<file path="src/rtl/rx_resp_pkt_arbiter_pkg.sv">
// rx_resp_pkt_arbiter_pkg: shared 36-bit stream constants and arbiter state encoding
package rx_resp_pkt_arbiter_pkg;
    localparam int STREAM_W = 36;
    localparam int SOF_BIT  = 32;
    localparam int EOF_BIT  = 33;
    typedef enum logic [1:0] {IDLE = 2'd0, SEND0 = 2'd1, SEND1 = 2'd2} state_e;
    typedef logic [STREAM_W-1:0] beat_t;
endpackage

</file>
<file path="src/rtl/rx_resp_pkt_arbiter_sel.sv">
// pkt_arb_sel: picks the next packet owner and updates the in1 starvation counter
module pkt_arb_sel
    import rx_resp_pkt_arbiter_pkg::*;
#(
    parameter int MAX_SKIP = 4
) (
    input  logic       cand0_i,
    input  logic       cand1_i,
    input  logic [3:0] skip_i,
    output state_e     sel_o,
    output logic [3:0] skip_o
);
    logic take1;
    always_comb begin
        take1  = cand1_i && (!cand0_i || skip_i >= 4'(MAX_SKIP));
        sel_o  = take1 ? SEND1 : cand0_i ? SEND0 : IDLE;
        skip_o = take1 ? 4'd0 : (cand0_i && cand1_i) ? skip_i + 4'd1 : skip_i;
    end
endmodule

</file>
<file path="src/rtl/rx_resp_pkt_arbiter.sv">
// rx_resp_pkt_arbiter: packet-atomic merge of response and rx-sample streams with in1 anti-starvation
module rx_resp_pkt_arbiter
    import rx_resp_pkt_arbiter_pkg::*;
#(
    parameter int MAX_SKIP = 4
) (
    input  logic                clk,
    input  logic                reset,
    input  logic                clear,
    input  logic [STREAM_W-1:0] in0_data,
    input  logic                in0_src_rdy,
    output logic                in0_dst_rdy,
    input  logic [STREAM_W-1:0] in1_data,
    input  logic                in1_src_rdy,
    output logic                in1_dst_rdy,
    output logic [STREAM_W-1:0] out_data,
    output logic                out_src_rdy,
    input  logic                out_dst_rdy,
    output logic [1:0]          grant,
    output logic [15:0]         drop_count
);
    state_e      state_q, state_d, sel;
    logic [1:0]  grant_q, grant_d;
    logic [3:0]  skip_q, skip_d, skip_sel;
    logic [15:0] drop_q, drop_d;
    logic [16:0] drop_sum;
    logic        rst, idle, s0, s1, cand0, cand1, orph0, orph1, eof0, eof1;

    assign rst   = reset | clear;
    assign idle  = state_q == IDLE;
    assign cand0 = in0_src_rdy & in0_data[SOF_BIT];
    assign cand1 = in1_src_rdy & in1_data[SOF_BIT];
    assign orph0 = in0_src_rdy & ~in0_data[SOF_BIT];
    assign orph1 = in1_src_rdy & ~in1_data[SOF_BIT];
    assign eof0  = in0_src_rdy & out_dst_rdy & in0_data[EOF_BIT];
    assign eof1  = in1_src_rdy & out_dst_rdy & in1_data[EOF_BIT];

    pkt_arb_sel #(.MAX_SKIP(MAX_SKIP)) u_sel (
        .cand0_i(cand0),
        .cand1_i(cand1),
        .skip_i (skip_q),
        .sel_o  (sel),
        .skip_o (skip_sel)
    );

    always_ff @(posedge clk) begin
        if (rst) begin
            state_q <= IDLE;
            grant_q <= '0;
            skip_q  <= '0;
            drop_q  <= '0;
        end else begin
            state_q <= state_d;
            grant_q <= grant_d;
            skip_q  <= skip_d;
            drop_q  <= drop_d;
        end
    end

    always_comb begin
        state_d  = idle ? sel
                 : state_q == SEND0 ? (eof0 ? IDLE : SEND0)
                 : state_q == SEND1 ? (eof1 ? IDLE : SEND1) : IDLE;
        skip_d   = idle ? skip_sel : skip_q;
        grant_d  = {state_d == SEND1, state_d == SEND0};
        drop_sum = {1'b0, drop_q} + 17'(idle & orph0) + 17'(idle & orph1);
        drop_d   = drop_sum[16] ? 16'hFFFF : drop_sum[15:0];
    end

    // Reset/clear cycle forces every handshake low so no beat moves while state is abandoned
    always_comb begin
        s0          = (state_q == SEND0) & ~rst;
        s1          = (state_q == SEND1) & ~rst;
        out_src_rdy = s0 ? in0_src_rdy : s1 ? in1_src_rdy : 1'b0;
        out_data    = out_src_rdy ? (s0 ? in0_data : in1_data) : '0;
        in0_dst_rdy = s0 ? out_dst_rdy : idle & ~rst & orph0;
        in1_dst_rdy = s1 ? out_dst_rdy : idle & ~rst & orph1;
    end

    assign grant      = grant_q;
    assign drop_count = drop_q;
endmodule

</file>
<file path="config.mk">
export PLATFORM = sky130hd
export DESIGN_NAME = rx_resp_pkt_arbiter
export DESIGN_NICKNAME = d
export VERILOG_FILES = /design/src/rtl/rx_resp_pkt_arbiter_pkg.sv /design/src/rtl/rx_resp_pkt_arbiter_sel.sv /design/src/rtl/rx_resp_pkt_arbiter.sv
export SDC_FILE = /design/constraint.sdc
export NUM_CORES = 1
export LEC_CHECK = 0
export ABC_AREA = 1
export BUFFER_PORTS_ARGS = -buffer_cell sky130_fd_sc_hd__buf_2
export CAP_MARGIN = 10
export CORE_ASPECT_RATIO = 1.75
export CORE_MARGIN = 1
export CORE_UTILIZATION = 43
export DETAILED_ROUTE_END_ITERATION = 6
export GPL_ROUTABILITY_DRIVEN = 0
export PLACE_DENSITY = 0.81
export SETUP_SLACK_MARGIN = 0.5
export SLEW_MARGIN = 20
export SYNTH_ARGS = -nofsm -noshare
export SYNTH_HDL_FRONTEND = slang
export SYNTH_SLANG_ARGS = --single-unit
</file>
<file path="constraint.sdc">
create_clock -name clk -period 2.48 [get_ports clk]
set_input_delay 0 -clock clk [delete_from_list [all_inputs] [get_ports clk]]
set_output_delay 0 -clock clk [all_outputs]
set_load 0.1 [all_outputs]
</file>
==> impl_table.tex, run 1 <==
\begin{tabular}{lr}
\hline
Metric & Value \\
\hline
\multicolumn{2}{l}{\textbf{Outcome}} \\
\quad Result of the run & finished clean \\
\multicolumn{2}{l}{\textbf{Placement}} \\
\quad Final HPWL from detailed placement & $\sim$5600 um \\
\quad Count of input and output buffers & around 130 \\
\multicolumn{2}{l}{\textbf{Critical path}} \\
\quad WP depth & 13 \\
\quad Worst path max stage delay & approximately 0.43 ns \\
\quad Most Frequent Cell on Critical Path & nor2\_4 \\
\quad Ordered cell list for the critical path & nor2\_4, inv\_4, nor2\_4, fa\_2, ha\_4, nand3\_2, inv\_2, nand2\_4, nor2\_4, nand2\_4, inv\_2, nor2\_2, nor2\_1 \\
\quad Type of the setup path with the least slack & reg2reg \\
\quad Reg-to-Reg End & drop\_count[8] \\
\quad Critical Path AT & 2.17 ns \\
\quad Setup crit start & state\_q[0] \\
\quad Top delay family on crit path & simple AND/OR/NAND/NOR gates \\
\quad Critical Path Sink Type & flip-flop \\
\quad Launch instance of the worst register-to-register path & state\_q[0] \\
\quad Worst path slowest cell & fa\_2 \\
\quad Crit-path max FO & 7 \\
\quad Critical path capture point & drop\_count[8] \\
\quad Reg-to-reg slack, setup & $\sim$0.46 ns \\
\quad Kind of start point of the critical path & flip-flop \\
\quad Worst Reg-to-Reg Cells & 13 \\
\quad Crit path buf inv count & 3 \\
\quad WP data required & around 2.6 ns \\
\multicolumn{2}{l}{\textbf{Detailed routing}} \\
\quad Number of design-rule violations left by the first detailed-router iteration & between 100 and 150 \\
\quad Detailed-route wire length per cell & around 14 um \\
\quad Total DRC errors in the routed layout & 0 \\
\quad Number of vias per cell & 5.052 \\
\quad Total iterations of the first detailed-routing run & 4 \\
\quad Vias & about 2800 \\
\quad Aggregate routed wire length & between 7000 and 8000 um \\
\quad Residual antenna-violating net count after detailed routing & 0 \\
\multicolumn{2}{l}{\textbf{STA}} \\
\quad Maximum clock skew at final layout & $\sim$0.010 ns \\
\quad Number of pins with negative max-slew slack in the final report & 0 \\
\quad Final hold violation count & 0 \\
\quad Upper clock frequency limit & $\sim$490 MHz \\
\quad Final setup violation count & 0 \\
\quad Actual slew at the worst max-slew pin & 0.5477 ns \\
\quad Post-route worst hold slack & between 0.09 and 0.1 ns \\
\quad Ratio of final minimum period to clock period & about 82\% \\
\quad Sum Neg Setup Slack & 0 ns \\
\quad Final critical delay including setup and external delays & about 2 ns \\
\quad Headroom to the max-slew limit & 63.35\% \\
\quad Unrepaired setup endpoints after global routing & false \\
\multicolumn{2}{l}{\textbf{Floorplanning}} \\
\quad Die footprint & around 0.0052 mm\^{}2 \\
\quad Die width & 54.74 um \\
\quad Floorplan row count & 33 \\
\quad Die Ht & 94.30 um \\
\quad Core area & between 0.004 and 0.005 mm\^{}2 \\
\quad Num ports & 135 \\
\quad Initial Util & 44.86\% \\
\multicolumn{2}{l}{\textbf{Cells and area}} \\
\quad Share of layout cells above drive strength 1 & about 34\% \\
\quad Area growth, synth to finish & 66.35\% \\
\quad Number of fill cells in the layout & 360 \\
\quad NumNets Final & between 500 and 600 \\
\quad Ant. Diodes & 0 \\
\multicolumn{2}{l}{\textbf{Synthesis}} \\
\quad Post-synthesis net count & 459 \\
\quad Post-synthesis async set-or-reset flop share & 0\% \\
\quad Most used flip-flop cell after synthesis & dfxtp\_1 \\
\quad Flip-flop and latch count after synthesis & 24 \\
\quad Synthesized cell area & $\sim$0.0021 mm\^{}2 \\
\quad Area fraction of the dominant cell type after synthesis & 26.00\% \\
\quad Cell accounting for the most synthesized area & nand2\_1 \\
\quad Unique masters post-synth & 30 \\
\quad Number of warnings printed during yosys synthesis & 0 \\
\quad Number of flops mapped to enable cells by yosys & 0 \\
\quad Part of the Yosys area used for sequential elements & 22.95\% \\
\quad Synthesized netlist cell count & between 300 and 400 \\
\quad Ranking of synthesized cells by area & nand2\_1, dfxtp\_1, inv\_1 \\
\quad Syn avg cell area & about 5.5 um\^{}2 \\
\multicolumn{2}{l}{\textbf{Global route}} \\
\quad Wire length of the first global-routing pass & between 10000 and 15000 um \\
\quad Antenna violations before repair & 0 \\
\quad Largest net degree at the start of global routing & 40 \\
\quad Via count of the first global-routing pass & approximately 2400 \\
\quad GRT Residual Overflow & 0 \\
\quad GRT Util Overall & around 28\% \\
\multicolumn{2}{l}{\textbf{Clock tree}} \\
\quad TritonCTS sink count & 24 \\
\quad Cts-stage hold buffer count & 0 \\
\quad Count of H-tree levels built during CTS & 1 \\
\quad Clock-pin slew on the worst setup and hold paths & around 0.090 ns \\
\quad Clk Latency, worst-skew pair & between 0.2 and 0.3 ns \\
\quad Clock Tree Root & clkbuf\_8 \\
\quad Clock tree from TritonCTS & built \\
\quad Deepest clock path buffer count & 2 \\
\quad Number of buffers created by CTS & 3 \\
\multicolumn{2}{l}{\textbf{Worst hold path}} \\
\quad Class of the tightest hold or removal check & in2reg \\
\multicolumn{2}{l}{\textbf{Power and ir drop}} \\
\quad Design Power & 883.1 uW \\
\quad Peak VDD IR & approximately 500 uV \\
\quad Static power due to leakage & between 0.002 and 0.0025 uW \\
\quad PwrDens & about 250 mW/mm\^{}2 \\
\multicolumn{2}{l}{\textbf{Run}} \\
\quad Max-cap viol count & 0 \\
\hline
\end{tabular}
## worst min-delay path: cells and delay by family
kind	cells	cell delay, ns
AND/OR/NAND/NOR	2	0.17
buffers and inverters	1	0.09
AO/OA/AOI/OAI	1	0.07
## layout make-up
type	count	area [um^2]	area share [%]
sequential	24	490.5	14.09
timing repair buffer	141	1279	36.72
tap	52	65.06	1.868
multi-input combinational	272	1349	38.74
inverter	67	254.0	7.294
clock buffer	4	45.04	1.294
## registers in the layout (all words and copies together), names as in the netlist
| name | count |
|---|---|
| drop_count | 16 |
| grant | 2 |
| skip_q | 4 |
| state_q | 2 |
## cell usage after synthesis (2+ instances only)
cell / n
xnor2_1: 4
clkbuf_1: 3
buf_2: 7
xor2_1: 3
buf_6: 5
o21ai_0: 7
nor2_1: 28
nand3_1: 49
nand4_1: 2
dfxtp_1: 24
inv_1: 66
nand2_1: 145
buf_1: 2
nor2_2: 3
ha_1: 2
a21oi_1: 14
## where the power goes
group / leakage, uW / internal [uW] / switching [uW]
logic: 0.00184 / 96.6 / 156
registers: 0.000196 / 388 / 4.20
clock network: 0.0000228 / 115 / 123
total: 0.00205 / 600 / 283
## per-stage QoR
| step | cell area [um^2] | utilization [%] | worst slack, ns | cells |
|---|---|---|---|---|
| 2_1_floorplan | 2118 | - | 0.5372 | 378 |
| 3_3_place_gp | 3332 | 71.41 | 0.4329 | 551 |
| 3_5_place_dp | 3332 | 71.41 | 0.3231 | 551 |
| 4_1_cts | 3412 | 73.13 | 0.4592 | 556 |
| 5_1_grt | 3482 | 74.63 | 0.3956 | 560 |
| 6_report | 3482 | 74.63 | 0.4555 | 560 |
## cell usage in the layout (no fill, tap or decap), types with 2 or more instances in the layout
| cell | count |
|---|---|
| o21ai_0 | 7 |
| nand3_1 | 49 |
| inv_2 | 3 |
| dfxtp_1 | 20 |
| nor2_1 | 23 |
| inv_1 | 63 |
| nor2_2 | 3 |
| nand4_1 | 2 |
| nand2_1 | 144 |
| a21oi_1 | 13 |
| dfxtp_2 | 2 |
| xor2_1 | 3 |
| buf_2 | 97 |
| dfxtp_4 | 2 |
| o21ai_4 | 2 |
| buf_4 | 7 |
| xnor2_1 | 4 |
| buf_12 | 37 |
| clkbuf_8 | 3 |
| nor2_4 | 6 |
| nand2_4 | 3 |
## what timing repair did
| item | 4_1_cts | 5_1_grt |
|---|---|---|
| gates resized for setup | 7 | 11 |
| pin swaps | 1 | 3 |
| gates cloned | 1 | 1 |
| endpoints found under the setup margin | 51 | 16 |
| buffers inserted | 0 | 3 |
## worst min path at each step
stage | start | endpoint | cells past startpoint | slack, ns
final | in1_data[33] | state_q[1] | 4 | 0.09
after global routing | in1_data[33] | state_q[1] | 4 | 0.15
after detailed placement | in1_data[33] | state_q[1] | 4 | 0.36
after CTS | in1_data[33] | state_q[1] | 4 | 0.08
after global placement | in1_data[33] | state_q[1] | 4 | 0.37
after floorplan | in1_src_rdy | state_q[1] | 3 | 0.22
## kinds of logic after synthesis
logic type | Yosys count | share of synthesized area (%)
simple gates | 236 | 48.24
buf+inv | 84 | 17.27
compound gates | 24 | 6.456
flops | 24 | 22.95
xor+xnor | 7 | 2.929
fa+ha+maj | 3 | 2.152
## routing by layer
layer | global-route usage (%) | share of wire, % | up-vias
met4 | 13.25 | 3.8 | 0
met3 | 7.282 | 10 | 27
met2 | 51.10 | 53 | 143
li1 | - | - | 1408
met1 | 25.91 | 33 | 1251
met5 | 0 | 0 | -
(Power assumes the default switching activity.)
==> inputs of run 2 (changes only) <==
ABC_AREA = 0   (was 1)
CORE_UTILIZATION = 37   (was 43)
PLACE_DENSITY = 0.78   (was 0.81)
clock period = 1.8 ns   (was 2.48 ns; I/O delays follow)
==> run 2 against run 1 <==
Effect of this change:
- the flow now stops in global routing
- synthesized cell count down 31%
- area after synthesis down 13%
==> impl_table.tex, run 2 <==
\begin{tabular}{lr}
\hline
Metric & Value \\
\hline
\multicolumn{2}{l}{\textbf{Synthesis}} \\
\quad Number of warnings printed during yosys synthesis & 0 (unchanged) \\
\quad Number of flops mapped to enable cells by yosys & 0 (unchanged) \\
\quad Part of the Yosys area used for sequential elements & 26.46\% (+3.5 points) \\
\quad Most used flip-flop cell after synthesis & dfxtp\_1 \\
\quad Most used standard cells in the synthesized netlist & nand2\_1, a21oi\_1, dfxtp\_1 \\
\quad Unique masters post-synth & 43 (+43\%) \\
\quad Post-synthesis async set-or-reset flop share & 0\% (unchanged) \\
\quad Post-synthesis net count & 342 (-25\%) \\
\quad Area fraction of the dominant cell type after synthesis & 26.46\% (+0.46 points) \\
\quad Library cell with the highest instance count after synthesis & nand2\_1 \\
\quad Syn avg cell area & 6.956 um\^{}2 (+26\%) \\
\quad Synthesized netlist cell count & 261 (-31\%) \\
\quad Cell accounting for the most synthesized area & dfxtp\_1 \\
\quad Ranking of synthesized cells by area & dfxtp\_1, nand2\_1, a21oi\_1 \\
\quad Synthesized cell area & 0.001815 mm\^{}2 (-13\%) \\
\quad Flip-flop and latch count after synthesis & 24 (unchanged) \\
\multicolumn{2}{l}{\textbf{Floorplanning}} \\
\quad Die width & 54.95 um (+0.38\%) \\
\quad Die Ht & 94.67 um (+0.39\%) \\
\quad Floorplan row count & 33 (unchanged) \\
\quad Num ports & 135 (unchanged) \\
\quad Initial Util & 38.57\% (-6.3 points) \\
\multicolumn{2}{l}{\textbf{STA}} \\
\quad Worst endpoint type & register input \\
\quad Endpoint with the least setup slack after the last repair & drop\_count[15]\$\_SDFF\_PP0\_/D \\
\multicolumn{2}{l}{\textbf{Clock tree}} \\
\quad Count of H-tree levels built during CTS & 1 (unchanged) \\
\quad Deepest clock path buffer count & 2 (unchanged) \\
\quad Clock Tree Root & clkbuf\_8 \\
\quad Cts-stage hold buffer count & 0 (unchanged) \\
\quad TritonCTS sink count & 24 (unchanged) \\
\quad Number of buffers created by CTS & 3 (unchanged) \\
\multicolumn{2}{l}{\textbf{Global route}} \\
\quad GRT Util Overall & 89.95\% \\
\quad GRT Residual Overflow & between 200 and 300 \\
\quad Largest net degree at the start of global routing & 24 \\
\multicolumn{2}{l}{\textbf{Outcome}} \\
\quad Halt point of the flow & global routing \\
\quad Result of the run & aborted with a tool error \\
\quad Error msg & [ERROR GRT-0232] Routing congestion too high. Check the congestion heatmap in the GUI. \\
\multicolumn{2}{l}{\textbf{Placement}} \\
\quad Final HPWL from detailed placement & 5772 um (+2.6\%) \\
\quad Inst Count DP & 453 (-18\%) \\
\quad Count of input and output buffers & 134 (unchanged) \\
\quad Post-Place Setup Slack & -0.3229 ns (-0.6460 ns) \\
\hline
\end{tabular}
[run 2: cell families after synthesis]
group / synth area share, %
and+or+nand+nor: 36.32
AOI/OAI and AO/OA: 23.50
DFF: 26.46
muxes: 0.5514
buffers and inverters: 9.717
xor gates and xnor gates: 0.9650
adders and majority gates: 2.481
[run 2: stage by stage]
step | utilization [%] | instance area, um^2
after floorplan | - | 2584
after CTS | 90.56 | 4263
after detailed placement | 82.51 | 3884
after global placement | 82.51 | 3884
[run 2: timing repair]
action / CTS
setup endpoints to repair: 57
setup buffers: 8
cloned: 3
pin swaps: 5
resized for setup: 45
[run 2: layer usage]
metal / GRT overflow / GRT usage, %
met2: 197 / 115.6
met4: 65 / 102.7
met1: 0 / 82.50
met3: 0 / 62.64
met5: 0 / 5.952
==> inputs of run 3 (changes only) <==
CORE_ASPECT_RATIO = unset   (was 1.75)
CORE_UTILIZATION = 40   (was 37)
PLACE_DENSITY = unset   (was 0.78)
PLACE_DENSITY_LB_ADDON = 0.15   (was unset)
SETUP_SLACK_MARGIN = unset   (was 0.5)
clock period = 2.3 ns   (was 1.8 ns; I/O delays follow)
==> run 3 against run 2 <==
Effect of this change:
- the flow now finishes without violations
- area after synthesis is the same
- synthesized cell count is the same
==> impl_table.tex, run 3 <==
\begin{tabular}{lr}
\hline
Metric & Value \\
\hline
\multicolumn{2}{l}{\textbf{Outcome}} \\
\quad Result of the run & finished clean \\
\multicolumn{2}{l}{\textbf{Detailed routing}} \\
\quad Residual antenna-violating net count after detailed routing & 0 \\
\quad Vias & between 2000 and 2500 \\
\quad Number of vias per cell & between 5 and 6 \\
\quad Total DRC errors in the routed layout & 0 \\
\quad Total iterations of the first detailed-routing run & 5 \\
\quad Number of design-rule violations left by the first detailed-router iteration & approximately 110 \\
\quad Detailed-route wire length per cell & approximately 14 um \\
\quad Aggregate routed wire length & between 6000 and 7000 um \\
\multicolumn{2}{l}{\textbf{Placement}} \\
\quad Count of input and output buffers & 134 (unchanged) \\
\quad Final HPWL from detailed placement & 4819 um (-17\%) \\
\quad DP Area & 0.003169 mm\^{}2 (-18\%) \\
\multicolumn{2}{l}{\textbf{Clock tree}} \\
\quad TritonCTS sink count & 24 (unchanged) \\
\quad Clk Latency, worst-skew pair & between 0.2 and 0.3 ns \\
\quad Clock tree from TritonCTS & built \\
\quad Count of H-tree levels built during CTS & 1 (unchanged) \\
\quad Clock Tree Root & clkbuf\_8 \\
\quad Cts-stage hold buffer count & 0 (unchanged) \\
\quad Number of buffers created by CTS & 3 (unchanged) \\
\quad Clock-pin slew on the worst setup and hold paths & $\sim$0.080 ns \\
\quad Deepest clock path buffer count & 2 (unchanged) \\
\multicolumn{2}{l}{\textbf{STA}} \\
\quad Unrepaired setup endpoints after global routing & false \\
\quad Final hold violation count & 0 \\
\quad Actual slew at the worst max-slew pin & 0.4975 ns \\
\quad Final critical delay including setup and external delays & 2.162 ns \\
\quad Final setup violation count & 0 \\
\quad Maximum clock skew at final layout & between 0.006 and 0.007 ns \\
\quad Upper clock frequency limit & between 400 and 500 MHz \\
\quad Ratio of final minimum period to clock period & a little over nine tenths \\
\quad Sum Neg Setup Slack & 0 ns \\
\quad Headroom to the max-slew limit & 66.38\% \\
\quad Number of pins with negative max-slew slack in the final report & 0 \\
\multicolumn{2}{l}{\textbf{Cells and area}} \\
\quad Max FFs per register & 16 \\
\quad Share of layout cells above drive strength 1 & 50.51\% \\
\quad Ant. Diodes & 0 \\
\quad Commonest cells after routing, fill and taps aside & buf\_2, nand2\_1, buf\_12, a21oi\_2, dfxtp\_1 \\
\quad Area growth, synth to finish & 78.64\% \\
\quad NumNets Final & $\sim$470 \\
\quad Most common library cell in the layout ignoring fill and taps & buf\_2 \\
\quad Finished layout cell area & 0.003243 mm\^{}2 \\
\multicolumn{2}{l}{\textbf{Critical path}} \\
\quad Kind of start point of the critical path & flip-flop \\
\quad Launch instance of the worst register-to-register path & state\_q[0] \\
\quad Critical Path AT & approximately 2.4 ns \\
\quad Reg-to-reg slack, setup & roughly 0.14 ns \\
\quad Setup crit start & state\_q[0] \\
\quad Critical Path Sink Type & flip-flop \\
\quad Type of the setup path with the least slack & reg2reg \\
\quad Crit-path max FO & 5 \\
\quad WP data required & $\sim$2.5 ns \\
\multicolumn{2}{l}{\textbf{Synthesis}} \\
\quad Unique masters post-synth & 43 (unchanged) \\
\quad Post-synthesis net count & 342 (unchanged) \\
\quad Number of flops mapped to enable cells by yosys & 0 (unchanged) \\
\quad Most used standard cells in the synthesized netlist & nand2\_1, a21oi\_1, dfxtp\_1 \\
\quad Syn avg cell area & 6.956 um\^{}2 (unchanged) \\
\quad Synthesized netlist cell count & 261 (unchanged) \\
\quad Flip-flop and latch count after synthesis & 24 (unchanged) \\
\quad Part of the Yosys area used for sequential elements & 26.46\% (unchanged) \\
\quad Synthesized cell area & 0.001815 mm\^{}2 (unchanged) \\
\quad Post-synthesis async set-or-reset flop share & 0\% (unchanged) \\
\quad Cell accounting for the most synthesized area & dfxtp\_1 \\
\quad Area fraction of the dominant cell type after synthesis & 26.46\% (unchanged) \\
\quad Number of warnings printed during yosys synthesis & 0 (unchanged) \\
\quad Library cell with the highest instance count after synthesis & nand2\_1 \\
\quad Ranking of synthesized cells by area & dfxtp\_1, nand2\_1, a21oi\_1 \\
\quad Most used flip-flop cell after synthesis & dfxtp\_1 \\
\multicolumn{2}{l}{\textbf{Floorplanning}} \\
\quad Die width & 69.37 um (+26\%) \\
\quad Die footprint & between 0.004 and 0.005 mm\^{}2 \\
\quad Floorplan row count & 24 (-27\%) \\
\quad Num ports & 135 (unchanged) \\
\quad Die Ht & 69.37 um (-27\%) \\
\quad Core area & around 0.0044 mm\^{}2 \\
\quad Initial Util & 41.70\% (+3.1 points) \\
\multicolumn{2}{l}{\textbf{Global route}} \\
\quad GRT Util Overall & between 20\% and 30\% \\
\quad Largest net degree at the start of global routing & 37 \\
\quad Antenna violations before repair & 0 \\
\quad GRT Residual Overflow & 0 \\
\quad Busiest grt layer & met2 \\
\quad Met3 layer usage reported by global route & 5.523\% \\
\quad Wire length of the first global-routing pass & 10380 um \\
\quad Fraction of met2 tracks used by global routing & 43.91\% \\
\quad Via count of the first global-routing pass & 2265 \\
\quad Global Route met1 Usage & between 30 and 40\% \\
\multicolumn{2}{l}{\textbf{Power and ir drop}} \\
\quad Peak VDD IR & roughly 480 uV \\
\quad Design Power & 903.0 uW \\
\quad Static power due to leakage & between 0.001 and 0.0015 uW \\
\quad PwrDens & between 200 and 300 mW/mm\^{}2 \\
\multicolumn{2}{l}{\textbf{Worst hold path}} \\
\quad Class of the tightest hold or removal check & in2reg \\
\quad Hold\_sp & in0\_data[33] \\
\multicolumn{2}{l}{\textbf{Run}} \\
\quad Max-cap viol count & 0 \\
\hline
\end{tabular}
[run 3: logic make-up after synthesis]
| family | count (synthesis) | synth area share [%] |
|---|---|---|
| AO/OA/AOI/OAI | 75 | 23.50 |
| multiplexers | 1 | 0.5514 |
| AND/OR/NAND/NOR | 130 | 36.32 |
| buffers and inverters | 26 | 9.717 |
| XOR/XNOR | 2 | 0.9650 |
| flip-flops | 24 | 26.46 |
| adder cells (fa/ha/maj) | 3 | 2.481 |
[run 3: area by class of cell]
cell class / count / area [um^2]
Tap cell: 52 / 65.06
Fill cell: 330 / 1111
Multi-Input combinational cell: 211 / 1326
Timing Repair Buffer: 144 / 1299
Sequential cell: 24 / 481.7
Clock buffer: 3 / 41.29
Inverter: 8 / 30.03
[run 3: power by group]
part | internal (uW) | switching [uW]
clock | 117 | 127
sequential | 419 | 3.51
combinational | 92.8 | 143
total | 629 | 274
[run 3: path summary, 6_finish.rpt]
check                   end  depth (start not counted)
max          drop_count[14]                          8
min              state_q[0]                          4
min reg2reg       skip_q[1]                          2
max reg2reg  drop_count[14]                          8
[run 3: per-layer routing]
metal | up-vias | part of all wire, %
met5 | - | 0
li1 | 1179 | -
met3 | 18 | 6.6
met1 | 1126 | 42
met2 | 121 | 49
met4 | 0 | 2.4
[run 3: worst max-delay path, cell delays in order, from the launching register on]
cell     delay, ns
dfxtp_1       0.34
nor4b_2       0.28
buf_4         0.16
fa_2          0.25
ha_1          0.21
nand3_1       0.16
buf_4         0.20
nor4_2        0.29
mux2i_1       0.21
[run 3: repair_timing]
item | CTS | global route
buffers inserted | 0 | 1
setup endpoints to repair | 0 | 11
gates resized for setup | 0 | 5
[run 3: through the flow]
step	hold slack (ns)	instances	worst slack (ns)	util, %
6_report	0.08212	442	0.1379	74.48
5_1_grt	0.1387	442	0.03466	74.48
4_1_cts	0.07549	441	0.04551	73.74
2_1_floorplan	0.2004	261	-0.03443	-
3_5_place_dp	0.3578	438	0.06481	72.79
3_3_place_gp	0.3560	438	0.1952	72.79
==> inputs of run 4 (changes only) <==
CORE_UTILIZATION = 41   (was 40)
==> run 4 against run 3 <==
Effect of this change:
- sequential power about the same
- combinational power barely moved
- die area fell by 2.4%
- critical path depth increased by 2
- clock power is 55% higher
- non-clock buffer count increased by 1
- hold slack worse by 0.013 ns
- count of clock-buffer cells in the layout unchanged
- largest cell class unchanged
==> impl_table.tex, run 4 (same netlist as run 3, synthesis figures left out) <==
\begin{tabular}{lr}
\hline
Metric & Value \\
\hline
\multicolumn{2}{l}{\textbf{Critical path}} \\
\quad WP depth & 10 (+2) \\
\quad Most Frequent Cell on Critical Path & buf\_4 \\
\quad WP data required & 2.50 ns (about the same) \\
\quad Ordered cell list for the critical path & buf\_4, nor2\_1, nand3b\_1, inv\_1, fa\_2, ha\_2, nand3\_1, buf\_4, or3\_1, a31oi\_1 \\
\quad Crit-path max FO & 9 (+4) \\
\quad Top delay family on crit path & simple AND/OR/NAND/NOR gates \\
\quad Worst path max stage delay & 0.36 ns (+0.02 ns) \\
\quad Type of the setup path with the least slack & reg2reg \\
\quad Worst Reg-to-Reg Cells & 10 (+2) \\
\quad Kind of start point of the critical path & flip-flop \\
\quad Critical Path AT & 2.41 ns (+0.05 ns) \\
\quad Critical Path Sink Type & flip-flop \\
\quad Worst path slowest cell & or3\_1 \\
\quad Crit path buf inv count & 3 (+1) \\
\multicolumn{2}{l}{\textbf{Cells and area}} \\
\quad Most common library cell in the layout ignoring fill and taps & buf\_2 \\
\quad Non-filler cells in the finished layout & 443 (+0.23\%) \\
\quad Share of layout cells above drive strength 1 & 51.40\% (+0.89 points) \\
\quad NumNets Final & 475 (+0.42\%) \\
\quad Commonest cells after routing, fill and taps aside & buf\_2, nand2\_1, a21oi\_2, buf\_12, dfxtp\_1 \\
\quad Finished layout cell area & 0.003278 mm\^{}2 (+1.1\%) \\
\quad Area growth, synth to finish & 80.56\% \\
\quad Max FFs per register & 16 (unchanged) \\
\quad Ant. Diodes & 0 (unchanged) \\
\multicolumn{2}{l}{\textbf{Power and ir drop}} \\
\quad Switching power of the nets & 294.1 uW (+7.5\%) \\
\quad Static power due to leakage & 0.001408 uW (+0.80\%) \\
\quad Relative contribution of sequential cells to total power & 40.7\% (-6.1 points) \\
\quad PwrDens & 317.2 mW/mm\^{}2 (+14\%) \\
\quad Combinational share of power & 23.0\% (-3.1 points) \\
\quad Total internal power & 745.8 uW (+18\%) \\
\quad Relative contribution of the clock network to total power & 36.3\% (+9.3 points) \\
\quad Peak VDD IR & 408.2 uV (-16\%) \\
\quad Switching part of the total & 28.28\% (-2.0 points) \\
\multicolumn{2}{l}{\textbf{Outcome}} \\
\quad Result of the run & finished clean \\
\multicolumn{2}{l}{\textbf{Detailed routing}} \\
\quad Number of design-rule violations left by the first detailed-router iteration & 166 (+58\%) \\
\quad Total iterations of the first detailed-routing run & 5 (unchanged) \\
\quad Total DRC errors in the routed layout & 0 (unchanged) \\
\quad Number of vias per cell & 5.576 (+0.84\%) \\
\quad Residual antenna-violating net count after detailed routing & 0 (unchanged) \\
\quad Aggregate routed wire length & 7234 um (+13\%) \\
\quad Vias & 2470 (+1.1\%) \\
\quad Detailed-route wire length per cell & 16.33 um (+13\%) \\
\multicolumn{2}{l}{\textbf{Floorplanning}} \\
\quad Floorplan row count & 23 (-4.2\%) \\
\quad Die footprint & 0.004698 mm\^{}2 (-2.4\%) \\
\quad Die Ht & 68.55 um (-1.2\%) \\
\quad Num ports & 135 (unchanged) \\
\quad Core area & 0.004115 mm\^{}2 (-5.5\%) \\
\quad Die width & 68.55 um (-1.2\%) \\
\quad Initial Util & 44.12\% (+2.4 points) \\
\multicolumn{2}{l}{\textbf{Global route}} \\
\quad Largest net degree at the start of global routing & 37 (unchanged) \\
\quad Antenna violations before repair & 0 (unchanged) \\
\quad GRT Residual Overflow & 0 (unchanged) \\
\quad GRT Util Overall & 30.69\% (+5.0 points) \\
\quad Wire length of the first global-routing pass & 10670 um (+2.7\%) \\
\quad Via count of the first global-routing pass & 2239 (-1.1\%) \\
\multicolumn{2}{l}{\textbf{Clock tree}} \\
\quad Count of H-tree levels built during CTS & 1 (unchanged) \\
\quad Clk Latency, worst-skew pair & 0.27 ns (about the same) \\
\quad Clock tree from TritonCTS & built \\
\quad Clock Tree Root & clkbuf\_8 \\
\quad Number of buffers created by CTS & 3 (unchanged) \\
\quad TritonCTS sink count & 24 (unchanged) \\
\quad Clock-pin slew on the worst setup and hold paths & 0.09 ns (about the same) \\
\quad Deepest clock path buffer count & 2 (unchanged) \\
\quad Cts-stage hold buffer count & 0 (unchanged) \\
\multicolumn{2}{l}{\textbf{STA}} \\
\quad Ratio of final minimum period to clock period & 95.74\% (+1.7 points) \\
\quad Post-route worst hold slack & 0.06942 ns (-0.01270 ns) \\
\quad Maximum clock skew at final layout & 0.004527 ns (-0.001906 ns) \\
\quad Final critical delay including setup and external delays & 2.202 ns (+0.03986 ns) \\
\quad Number of pins with negative max-slew slack in the final report & 0 (unchanged) \\
\quad Upper clock frequency limit & 454.1 MHz (-1.8\%) \\
\quad Final hold violation count & 0 (unchanged) \\
\quad Final setup violation count & 0 (unchanged) \\
\quad Headroom to the max-slew limit & 45.80\% (-21 points) \\
\quad Actual slew at the worst max-slew pin & 0.8129 ns (+0.3154 ns) \\
\multicolumn{2}{l}{\textbf{Placement}} \\
\quad Count of input and output buffers & 134 (unchanged) \\
\quad Final HPWL from detailed placement & 5315 um (+10\%) \\
\quad DP Area & 0.003169 mm\^{}2 (unchanged) \\
\quad Inst Count DP & 438 (unchanged) \\
\multicolumn{2}{l}{\textbf{Worst hold path}} \\
\quad Class of the tightest hold or removal check & in2reg \\
\quad Worst hold path stage count & 3 (-1) \\
\multicolumn{2}{l}{\textbf{Run}} \\
\quad Max-cap viol count & 0 (unchanged) \\
\hline
\end{tabular}
==> run 4: layout make-up <==
cell class	instances	area, um^2
timing repair buffer	145	1294
fill	291	837.1
sequential	24	483.0
clock buffer	3	41.29
multi-input combinational	212	1338
clock inverter	1	30.03
inverter	8	30.03
tap	50	62.56
==> run 4: path summary, 6_finish.rpt <==
kind | startpoint | end | slack [ns]
setup / recovery | state_q[0] | drop_count[6] | 0.1
hold / removal | in0_data[32] | state_q[0] | 0.07
setup reg to reg | state_q[0] | drop_count[6] | 0.1
hold reg to reg | skip_q[1] | skip_q[1] | 0.46
==> run 4: power by group through the flow <==
stage	Combinational, uW	Clock [uW]	Sequential, uW
finish	239	377	423
global route	256	391	424
CTS	237	380	423
detailed placement	235	0	432
global placement	230	0	432
floorplan	109	0	453
==> run 4: worst reg2reg max path, stage by stage, from the launching register on <==
cell,delay (ns)
dfxtp_1,0.33
buf_4,0.16
nor2_1,0.14
nand3b_1,0.11
inv_1,0.08
fa_2,0.25
ha_2,0.23
nand3_1,0.13
buf_4,0.20
or3_1,0.36
a31oi_1,0.16
==> run 4: layer usage <==
metal,GRT usage (%),part of all wire [%],routed length (um)
met4,16.41,4.2,306
met2,54.90,49,3568
met5,0,0,0
met3,5.099,7.9,569
met1,34.43,39,2789
==> run 4: what timing repair did <==
action                     4_1_cts  5_1_grt
resized for setup                0        7
setup endpoints to repair       14       16
gates cloned                     1        0
pin swaps                        1        0
buffers inserted                 0        0
==> run 4: stage by stage <==
stage / util (%) / worst slack [ns] / power (uW) / setup TNS [ns]
3_3_place_gp: 77.01 / 0.1907 / 662.2 / 0
5_1_grt: 79.66 / -0.002180 / 1071 / -0.002180
4_1_cts: 78.96 / 0.06847 / 1040 / 0
2_1_floorplan: - / -0.03443 / 562.1 / -0.03443
3_5_place_dp: 77.01 / 0.1355 / 667.0 / 0
6_report: 79.66 / 0.09803 / 1040 / 0
